--- config.mk ---
export PLATFORM = sky130hd
export DESIGN_NAME = mlp_seq_classifier_flat
export DESIGN_NICKNAME = d
export VERILOG_FILES = /design/src/rtl/mlp_seq_classifier_if.sv /design/src/rtl/mlp_seq_classifier.sv /design/src/flat_wrapper.sv
export SDC_FILE = /design/constraint.sdc
export NUM_CORES = 1
export LEC_CHECK = 0
export ABC_AREA = 1
export CORE_ASPECT_RATIO = 1.75
export CORE_MARGIN = 10
export CORE_UTILIZATION = 57
export DETAILED_ROUTE_END_ITERATION = 10
export PLACE_DENSITY = 0.77
export SLEW_MARGIN = 20
export SYNTH_ARGS = -nofsm -noshare
export SYNTH_HDL_FRONTEND = slang
export SYNTH_SLANG_ARGS = --single-unit
--- constraint.sdc ---
create_clock -name clk -period 8.3 [get_ports clk]
set_clock_uncertainty 0.1 [all_clocks]
set_input_delay 2.49 -clock clk [delete_from_list [all_inputs] [get_ports clk]]
set_output_delay 2.49 -clock clk [all_outputs]
set_load 0.005 [all_outputs]
--- src/rtl/mlp_seq_classifier_if.sv ---
// Config, input and result handshake bundle for mlp_seq_classifier.
// The master side is the sensor packer / result consumer; the classifier is the slave.
interface mlp_seq_classifier_if #(
    parameter int N_IN   = 8,
    parameter int IN_W   = 4,
    parameter int N_HID  = 3,
    parameter int N_OUT  = 3,
    parameter int BIAS_W = 16,
    parameter int ACC_W  = 20,
    parameter int CLS_W  = $clog2(N_OUT),
    parameter int ADDR_W = $clog2(N_HID*N_IN + N_HID + N_OUT*N_HID + N_OUT)
);
    logic                   cfg_we;
    logic [ADDR_W-1:0]      cfg_addr;
    logic [BIAS_W-1:0]      cfg_data;
    logic                   cfg_busy;
    logic                   in_valid;
    logic                   in_ready;
    logic [N_IN*IN_W-1:0]   inp;
    logic                   out_valid;
    logic                   out_ready;
    logic [CLS_W-1:0]       out_class;
    logic [ACC_W-1:0]       out_score;

    modport master (
        output cfg_we, cfg_addr, cfg_data, in_valid, inp, out_ready,
        input  cfg_busy, in_ready, out_valid, out_class, out_score
    );

    modport slave (
        input  cfg_we, cfg_addr, cfg_data, in_valid, inp, out_ready,
        output cfg_busy, in_ready, out_valid, out_class, out_score
    );
endinterface

--- src/rtl/mlp_seq_classifier.sv ---
// Time-multiplexed 2-layer quantised MLP with running argmax, one shared signed MAC.
// Optional MLP_RELU_SAT_EN: hidden activations saturate instead of truncating to HID_W.
module mlp_seq_classifier #(
    parameter int N_IN   = 8,
    parameter int IN_W   = 4,
    parameter int N_HID  = 3,
    parameter int N_OUT  = 3,
    parameter int WGT_W  = 8,
    parameter int BIAS_W = 16,
    parameter int HID_W  = 12,
    parameter int ACC_W  = 20,
    parameter int CLS_W  = $clog2(N_OUT)
) (
    input  logic                 clk,
    input  logic                 rst_n,
    mlp_seq_classifier_if.slave  bus
);
    localparam int L0B     = N_HID*N_IN;
    localparam int L1W     = L0B + N_HID;
    localparam int L1B     = L1W + N_OUT*N_HID;
    localparam int NWORDS  = L1B + N_OUT;
    localparam int ADDR_W  = $clog2(NWORDS);
    localparam int CNT_W   = $clog2(((N_IN > N_HID) ? N_IN : N_HID) + 1);
    localparam int NEU_W   = $clog2((N_HID > N_OUT) ? N_HID : N_OUT);
    localparam int HIDX_W  = $clog2(N_HID);
    localparam int INIDX_W = $clog2(N_IN);

    typedef enum logic [1:0] {S_IDLE, S_L0, S_L1, S_DONE} state_t;

    state_t                    state_q, state_d;
    logic [BIAS_W-1:0]         rf_q [NWORDS];
    logic [N_IN*IN_W-1:0]      inp_q;
    logic [IN_W-1:0]           in_arr [N_IN];
    logic [HID_W-1:0]          h_q [N_HID];
    logic [HID_W-1:0]          h_d [N_HID];
    logic signed [ACC_W-1:0]   acc_q, acc_d;
    logic [NEU_W-1:0]          neu_q, neu_d;
    logic [CNT_W-1:0]          idx_q, idx_d;
    logic [ACC_W-1:0]          best_q, best_d;
    logic [CLS_W-1:0]          cls_q, cls_d;
    logic                      out_valid_q, out_valid_d;
    logic [CLS_W-1:0]          out_class_q, out_class_d;
    logic [ACC_W-1:0]          out_score_q, out_score_d;
    logic                      accept, cfg_wr;
    logic signed [ACC_W-1:0]   mac_x, mac_w, mac_b;
    logic [ACC_W-1:0]          score;
    logic [ADDR_W-1:0]         l0_addr, l0b_addr, l1_addr, l1b_addr;

    for (genvar gi = 0; gi < N_IN; gi++) begin : g_unpack
        assign in_arr[gi] = inp_q[gi*IN_W +: IN_W];
    end

    function automatic logic signed [ACC_W-1:0] wsext(input logic [BIAS_W-1:0] v);
        return {{(ACC_W-WGT_W){v[WGT_W-1]}}, v[WGT_W-1:0]};
    endfunction

    function automatic logic signed [ACC_W-1:0] bsext(input logic [BIAS_W-1:0] v);
        return {{(ACC_W-BIAS_W){v[BIAS_W-1]}}, v};
    endfunction

    function automatic logic [ACC_W-1:0] relu(input logic [ACC_W-1:0] a);
        return a[ACC_W-1] ? '0 : a;
    endfunction

    function automatic logic [HID_W-1:0] hid_reduce(input logic [ACC_W-1:0] a);
        logic [ACC_W-1:0] r;
        r = relu(a);
`ifdef MLP_RELU_SAT_EN
        return (|r[ACC_W-1:HID_W]) ? '1 : r[HID_W-1:0];
`else
        return HID_W'(r);
`endif
    endfunction

    assign l0_addr  = ADDR_W'(int'(neu_q)*N_IN + int'(idx_q));
    assign l0b_addr = ADDR_W'(L0B + int'(neu_q));
    assign l1_addr  = ADDR_W'(L1W + int'(neu_q)*N_HID + int'(idx_q));
    assign l1b_addr = ADDR_W'(L1B + int'(neu_q));
    assign score    = relu(acc_q);

    always_comb begin
        state_d     = state_q;
        acc_d       = acc_q;
        neu_d       = neu_q;
        idx_d       = idx_q;
        best_d      = best_q;
        cls_d       = cls_q;
        h_d         = h_q;
        out_valid_d = out_valid_q;
        out_class_d = out_class_q;
        out_score_d = out_score_q;
        accept      = 1'b0;
        cfg_wr      = 1'b0;
        mac_x       = '0;
        mac_w       = '0;
        mac_b       = acc_q;
        case (state_q)
            S_IDLE: begin
                cfg_wr = bus.cfg_we && (int'(bus.cfg_addr) < NWORDS);
                if (bus.in_valid) begin
                    accept  = 1'b1;
                    state_d = S_L0;
                    neu_d   = '0;
                    idx_d   = '0;
                end
            end
            S_L0: begin
                if (idx_q < CNT_W'(N_IN)) begin
                    // Bias folds into the first MAC so no separate preload cycle is needed.
                    mac_x = ACC_W'(in_arr[idx_q[INIDX_W-1:0]]);
                    mac_w = wsext(rf_q[l0_addr]);
                    mac_b = (idx_q == '0) ? bsext(rf_q[l0b_addr]) : acc_q;
                    acc_d = mac_b + mac_x * mac_w;
                    idx_d = idx_q + CNT_W'(1);
                end else begin
                    h_d[neu_q[HIDX_W-1:0]] = hid_reduce(acc_q);
                    idx_d = '0;
                    if (neu_q == NEU_W'(N_HID-1)) begin
                        neu_d   = '0;
                        state_d = S_L1;
                    end else begin
                        neu_d = neu_q + NEU_W'(1);
                    end
                end
            end
            S_L1: begin
                if (idx_q < CNT_W'(N_HID)) begin
                    mac_x = ACC_W'(h_q[idx_q[HIDX_W-1:0]]);
                    mac_w = wsext(rf_q[l1_addr]);
                    mac_b = (idx_q == '0) ? bsext(rf_q[l1b_addr]) : acc_q;
                    acc_d = mac_b + mac_x * mac_w;
                    idx_d = idx_q + CNT_W'(1);
                end else begin
                    // Strict compare keeps the lower index on ties.
                    if (neu_q == '0 || score > best_q) begin
                        best_d = score;
                        cls_d  = CLS_W'(neu_q);
                    end
                    idx_d = '0;
                    if (neu_q == NEU_W'(N_OUT-1)) begin
                        neu_d   = '0;
                        state_d = S_DONE;
                    end else begin
                        neu_d = neu_q + NEU_W'(1);
                    end
                end
            end
            S_DONE: begin
                if (!out_valid_q) begin
                    out_valid_d = 1'b1;
                    out_class_d = cls_q;
                    out_score_d = best_q;
                end else if (bus.out_ready) begin
                    out_valid_d = 1'b0;
                    state_d     = S_IDLE;
                end
            end
            default: state_d = S_IDLE;
        endcase
    end

    always_ff @(posedge clk or negedge rst_n) begin
        if (!rst_n) state_q <= S_IDLE;
        else        state_q <= state_d;
    end

    always_ff @(posedge clk or negedge rst_n) begin
        if (!rst_n) begin
            for (int k = 0; k < NWORDS; k++) rf_q[k] <= '0;
            for (int k = 0; k < N_HID; k++) h_q[k] <= '0;
            inp_q       <= '0;
            acc_q       <= '0;
            neu_q       <= '0;
            idx_q       <= '0;
            best_q      <= '0;
            cls_q       <= '0;
            out_valid_q <= 1'b0;
            out_class_q <= '0;
            out_score_q <= '0;
        end else begin
            if (cfg_wr) rf_q[bus.cfg_addr] <= bus.cfg_data;
            if (accept) inp_q <= bus.inp;
            h_q         <= h_d;
            acc_q       <= acc_d;
            neu_q       <= neu_d;
            idx_q       <= idx_d;
            best_q      <= best_d;
            cls_q       <= cls_d;
            out_valid_q <= out_valid_d;
            out_class_q <= out_class_d;
            out_score_q <= out_score_d;
        end
    end

    assign bus.cfg_busy  = (state_q != S_IDLE);
    assign bus.in_ready  = (state_q == S_IDLE);
    assign bus.out_valid = out_valid_q;
    assign bus.out_class = out_class_q;
    assign bus.out_score = out_score_q;
endmodule
--- src/flat_wrapper.sv ---
// flat-port wrapper written by rule: the top's interface ports become plain ports
module mlp_seq_classifier_flat 
#(
    parameter int N_IN   = 8,
    parameter int IN_W   = 4,
    parameter int N_HID  = 3,
    parameter int N_OUT  = 3,
    parameter int WGT_W  = 8,
    parameter int BIAS_W = 16,
    parameter int HID_W  = 12,
    parameter int ACC_W  = 20,
    parameter int CLS_W  = $clog2(N_OUT)
)
  (clk, rst_n, bus_cfg_we, bus_cfg_addr, bus_cfg_data, bus_in_valid, bus_inp, bus_out_ready, bus_cfg_busy, bus_in_ready, bus_out_valid, bus_out_class, bus_out_score);
  mlp_seq_classifier_if #(.N_IN(N_IN), .IN_W(IN_W), .N_HID(N_HID), .N_OUT(N_OUT), .BIAS_W(BIAS_W), .ACC_W(ACC_W), .CLS_W(CLS_W)) bus_i ();
  input  logic clk;
  input  logic rst_n;
  input wire logic [$bits(bus_i.cfg_we)-1:0] bus_cfg_we;
  input wire logic [$bits(bus_i.cfg_addr)-1:0] bus_cfg_addr;
  input wire logic [$bits(bus_i.cfg_data)-1:0] bus_cfg_data;
  input wire logic [$bits(bus_i.in_valid)-1:0] bus_in_valid;
  input wire logic [$bits(bus_i.inp)-1:0] bus_inp;
  input wire logic [$bits(bus_i.out_ready)-1:0] bus_out_ready;
  output wire logic [$bits(bus_i.cfg_busy)-1:0] bus_cfg_busy;
  output wire logic [$bits(bus_i.in_ready)-1:0] bus_in_ready;
  output wire logic [$bits(bus_i.out_valid)-1:0] bus_out_valid;
  output wire logic [$bits(bus_i.out_class)-1:0] bus_out_class;
  output wire logic [$bits(bus_i.out_score)-1:0] bus_out_score;
  assign bus_i.cfg_we = bus_cfg_we;
  assign bus_i.cfg_addr = bus_cfg_addr;
  assign bus_i.cfg_data = bus_cfg_data;
  assign bus_i.in_valid = bus_in_valid;
  assign bus_i.inp = bus_inp;
  assign bus_i.out_ready = bus_out_ready;
  assign bus_cfg_busy = bus_i.cfg_busy;
  assign bus_in_ready = bus_i.in_ready;
  assign bus_out_valid = bus_i.out_valid;
  assign bus_out_class = bus_i.out_class;
  assign bus_out_score = bus_i.out_score;
  mlp_seq_classifier #(.N_IN(N_IN), .IN_W(IN_W), .N_HID(N_HID), .N_OUT(N_OUT), .WGT_W(WGT_W), .BIAS_W(BIAS_W), .HID_W(HID_W), .ACC_W(ACC_W), .CLS_W(CLS_W)) u_core (.clk(clk), .rst_n(rst_n), .bus(bus_i));
endmodule
==> results of run 1 <==
[worst min-delay path: cells and delay by family (launching register included)]
family           cells  cell delay, ps
AO/OA/AOI/OAI        1              60
flip-flops           1             340
AND/OR/NAND/NOR      1              50
[registers in the layout, summed over array words and instances (netlist names)]
signal                flops
u_core.bus.out_valid      1
u_core.acc_q             20
u_core.best_q            19
u_core.bus.out_class      2
u_core.idx_q              4
u_core.bus.out_score     19
u_core.h_q               36
u_core.state_q            2
u_core.inp_q             32
u_core.rf_q             368
u_core.cls_q              2
u_core.neu_q              2
[final cells by class]
class                      instances  area share, %
timing repair buffer             230           5.93
antenna                            1        0.00697
clock buffer                      67           3.88
sequential                       507           35.3
clock inverter                    17          0.589
multi-input combinational       2920           47.3
inverter                         427           4.48
tap                              702           2.45
[worst max-delay path by stage]
stage                          startpoint                to  slack, ps  cells after the start
after global placement    u_core.neu_q[1]  u_core.acc_q[18]        370                     38
final                     u_core.idx_q[0]  u_core.acc_q[19]        400                     38
after global routing      u_core.neu_q[0]  u_core.acc_q[18]        -50                     40
after CTS                 u_core.neu_q[0]  u_core.acc_q[18]        240                     37
after floorplan           u_core.neu_q[1]  u_core.acc_q[18]         10                     41
after detailed placement  u_core.neu_q[0]  u_core.acc_q[18]        250                     38
[kinds of logic after synthesis]
family                   share of synthesized area, %
AND/OR/NAND/NOR                                  16.7
AO/OA/AOI/OAI                                    22.4
buffers and inverters                            8.26
flip-flops                                       39.4
adder cells (fa/ha/maj)                          11.3
multiplexers                                     1.12
XOR/XNOR                                        0.761
other                                          0.0116
[synthesized netlist by cell type (all sizes together), types with 7 or more instances]
cell / n
xnor2: 11
o311ai: 29
dfrtp: 507
buf: 35
a221oi: 51
o21a: 20
nand2: 894
nand3: 136
a211oi: 27
inv: 423
clkbuf: 229
a21oi: 244
mux2: 32
o21ai: 779
xor2: 17
o2111ai: 14
ha: 134
fa: 98
nor3: 12
a31oi: 24
o221ai: 15
a22oi: 7
o211ai: 56
nor2: 277
[repair_timing]
action / CTS / global route
gates resized for setup: 0 / 41
endpoints found under the hold margin: 0 / 0
setup endpoints to repair: 0 / 7
buffers inserted: 0 / 0
[metal layers]
metal	GRT usage (%)	routed length, µm	up-vias
li1	-	-	13826
met1	37.5	38800	14405
met2	56.8	55100	1624
met3	5.30	8230	560
met4	31.2	12200	0
met5	0	0	-
[metrics by stage]
stage          hold WS (ps)  area, µm²  setup slack (ps)  std cells
3_3_place_gp            361      34200               367       4786
5_1_grt                 399      35900             -49.6       4871
3_5_place_dp            368      34200               253       4786
4_1_cts                 384      35800               245       4870
2_1_floorplan           348      32200              12.2       4118
6_report                380      35900               404       4871
==> flow_metrics.env, run 1 <==
export IMPL_num_fill_cells=4941
export IMPL_place_congestion=1.03
export IMPL_syn_num_nets=4409
export IMPL_path_buf_inv=7
export IMPL_grt_max_degree=170
export IMPL_areaGrowthSynthToFinish_pct=11.5
export IMPL_critPathSlowestCell="fa_1"
export IMPL_hold_end="u_core.rf_q[187]"
export IMPL_drc=0
export IMPL_grt_ovfl_total=0
export IMPL_via_per_inst=6.24
export IMPL_cts_htree_levels=2
export IMPL_required_ps=8680
export IMPL_cts_buffer_depth=3
export IMPL_min_delay_start="u_core.rf_q[187]"
export IMPL_min_period_ps=7900
export IMPL_status="completed"
export IMPL_rsz0062_at_grt="yes"
export IMPL_die_area_um2=66800
export IMPL_routed_wl_mm=114
export IMPL_firstDrtPassIters=6
export IMPL_setup_tns_ps=0
export IMPL_fp_dieW_um=200
export IMPL_synth_warnings=0
export IMPL_yosysSeqAreaShare_pct=39.4
export IMPL_reg2reg_from="u_core.idx_q[0]"
export IMPL_finalSetupViolCount=0
export IMPL_synth_largest_area_cell="dfrtp_1"
export IMPL_coreArea_um2=56100
export IMPL_end_kind="flip-flop"
export IMPL_r2r_setup_slack_ps=400
export IMPL_core_rowCount=115
export IMPL_grt_pass1_vias=30032
export IMPL_ctsHoldBuffers=0
export IMPL_finalCritPeriodShare_pct=95.1
export IMPL_start_util_pct=57.4
export IMPL_ys_async_sr_fraction_pct=100
export IMPL_cts_buffers=48
export IMPL_reg2reg_to="u_core.acc_q[19]"
export IMPL_drive_above_1_share_pct=7.92
export IMPL_synthFlopType="dfrtp_1"
export IMPL_syn_avg_cell_area_um2=7.82
export IMPL_dp_hpwl_mm=81.4
export IMPL_multi_input_area_um2=17000
export IMPL_via_count=30415
export IMPL_clock_sinks=507
export IMPL_hold_class="flip-flop to flip-flop"
export IMPL_ant_nets=0
export IMPL_final_nets=4425
export IMPL_die_y_um=334
export IMPL_clock_latency_ps=590
export IMPL_mostFrequentLayoutCell="nand2_1"
export IMPL_portBuffers=82
export IMPL_synth_edf_count=0
export IMPL_synth_top_area_share_pct=39.4
export IMPL_worst_pin_slew_ps=1150
export IMPL_antenna_found_initial=1
export IMPL_cts_reportedPaths_clkPinSlew_ps=70
export IMPL_ys_ff_latch=507
export IMPL_grt_usage_pct=34.5
export IMPL_hold_violations=0
export IMPL_ff2ff_path_depth=38
export IMPL_synthCells=4118
export IMPL_cpMostUsedCell="nand2_1"
export IMPL_yosys_top_cells_area="dfrtp_1, o21ai_0, nand2_1"
export IMPL_syn_area_um2=32200
export IMPL_yosys_cell_types_count=56
export IMPL_wl_per_cell_um=23.5
export IMPL_path_max_fanout=128
export IMPL_max_slew_margin_pct=22.7
export IMPL_first_iter_violations=3512
export IMPL_grt_pass1_wl_mm=176
export IMPL_mostFrequentLayoutCells="nand2_1, o21ai_0, dfrtp_1"
export IMPL_max_freq_mhz=127
export IMPL_crit_family="adder cells"
export IMPL_drv_slew=0
export IMPL_postLayoutCoreUtil_pct=64.0
export IMPL_cp_start_kind="flip-flop"
export IMPL_crit_type="flip-flop to flip-flop"
export IMPL_root_buffer="clkbuf_16"
export IMPL_ioPinCount=84
export IMPL_slowest_delay_ps=550
export IMPL_max_cap_violations=0
export IMPL_tritoncts="built"
export IMPL_hold_depth=2
export IMPL_worstPathArrival_ps=8280
export IMPL_register_area_um2=12700
Power of run 1 is not shown: default switching activity piles up to over one toggle a cycle in this logic, so the estimate is an artifact.
==> run 2, diff against run 1 <==
--- a/config.mk
+++ b/config.mk
@@ -15,3 +15,4 @@
 export SYNTH_ARGS = -nofsm -noshare
 export SYNTH_HDL_FRONTEND = slang
 export SYNTH_SLANG_ARGS = --single-unit
+export TNS_END_PERCENT = 100
==> results of run 2 <==
The final DEF is identical to that of run 1; final timing and power are the same.
Power of run 2 is left out for the same reason.
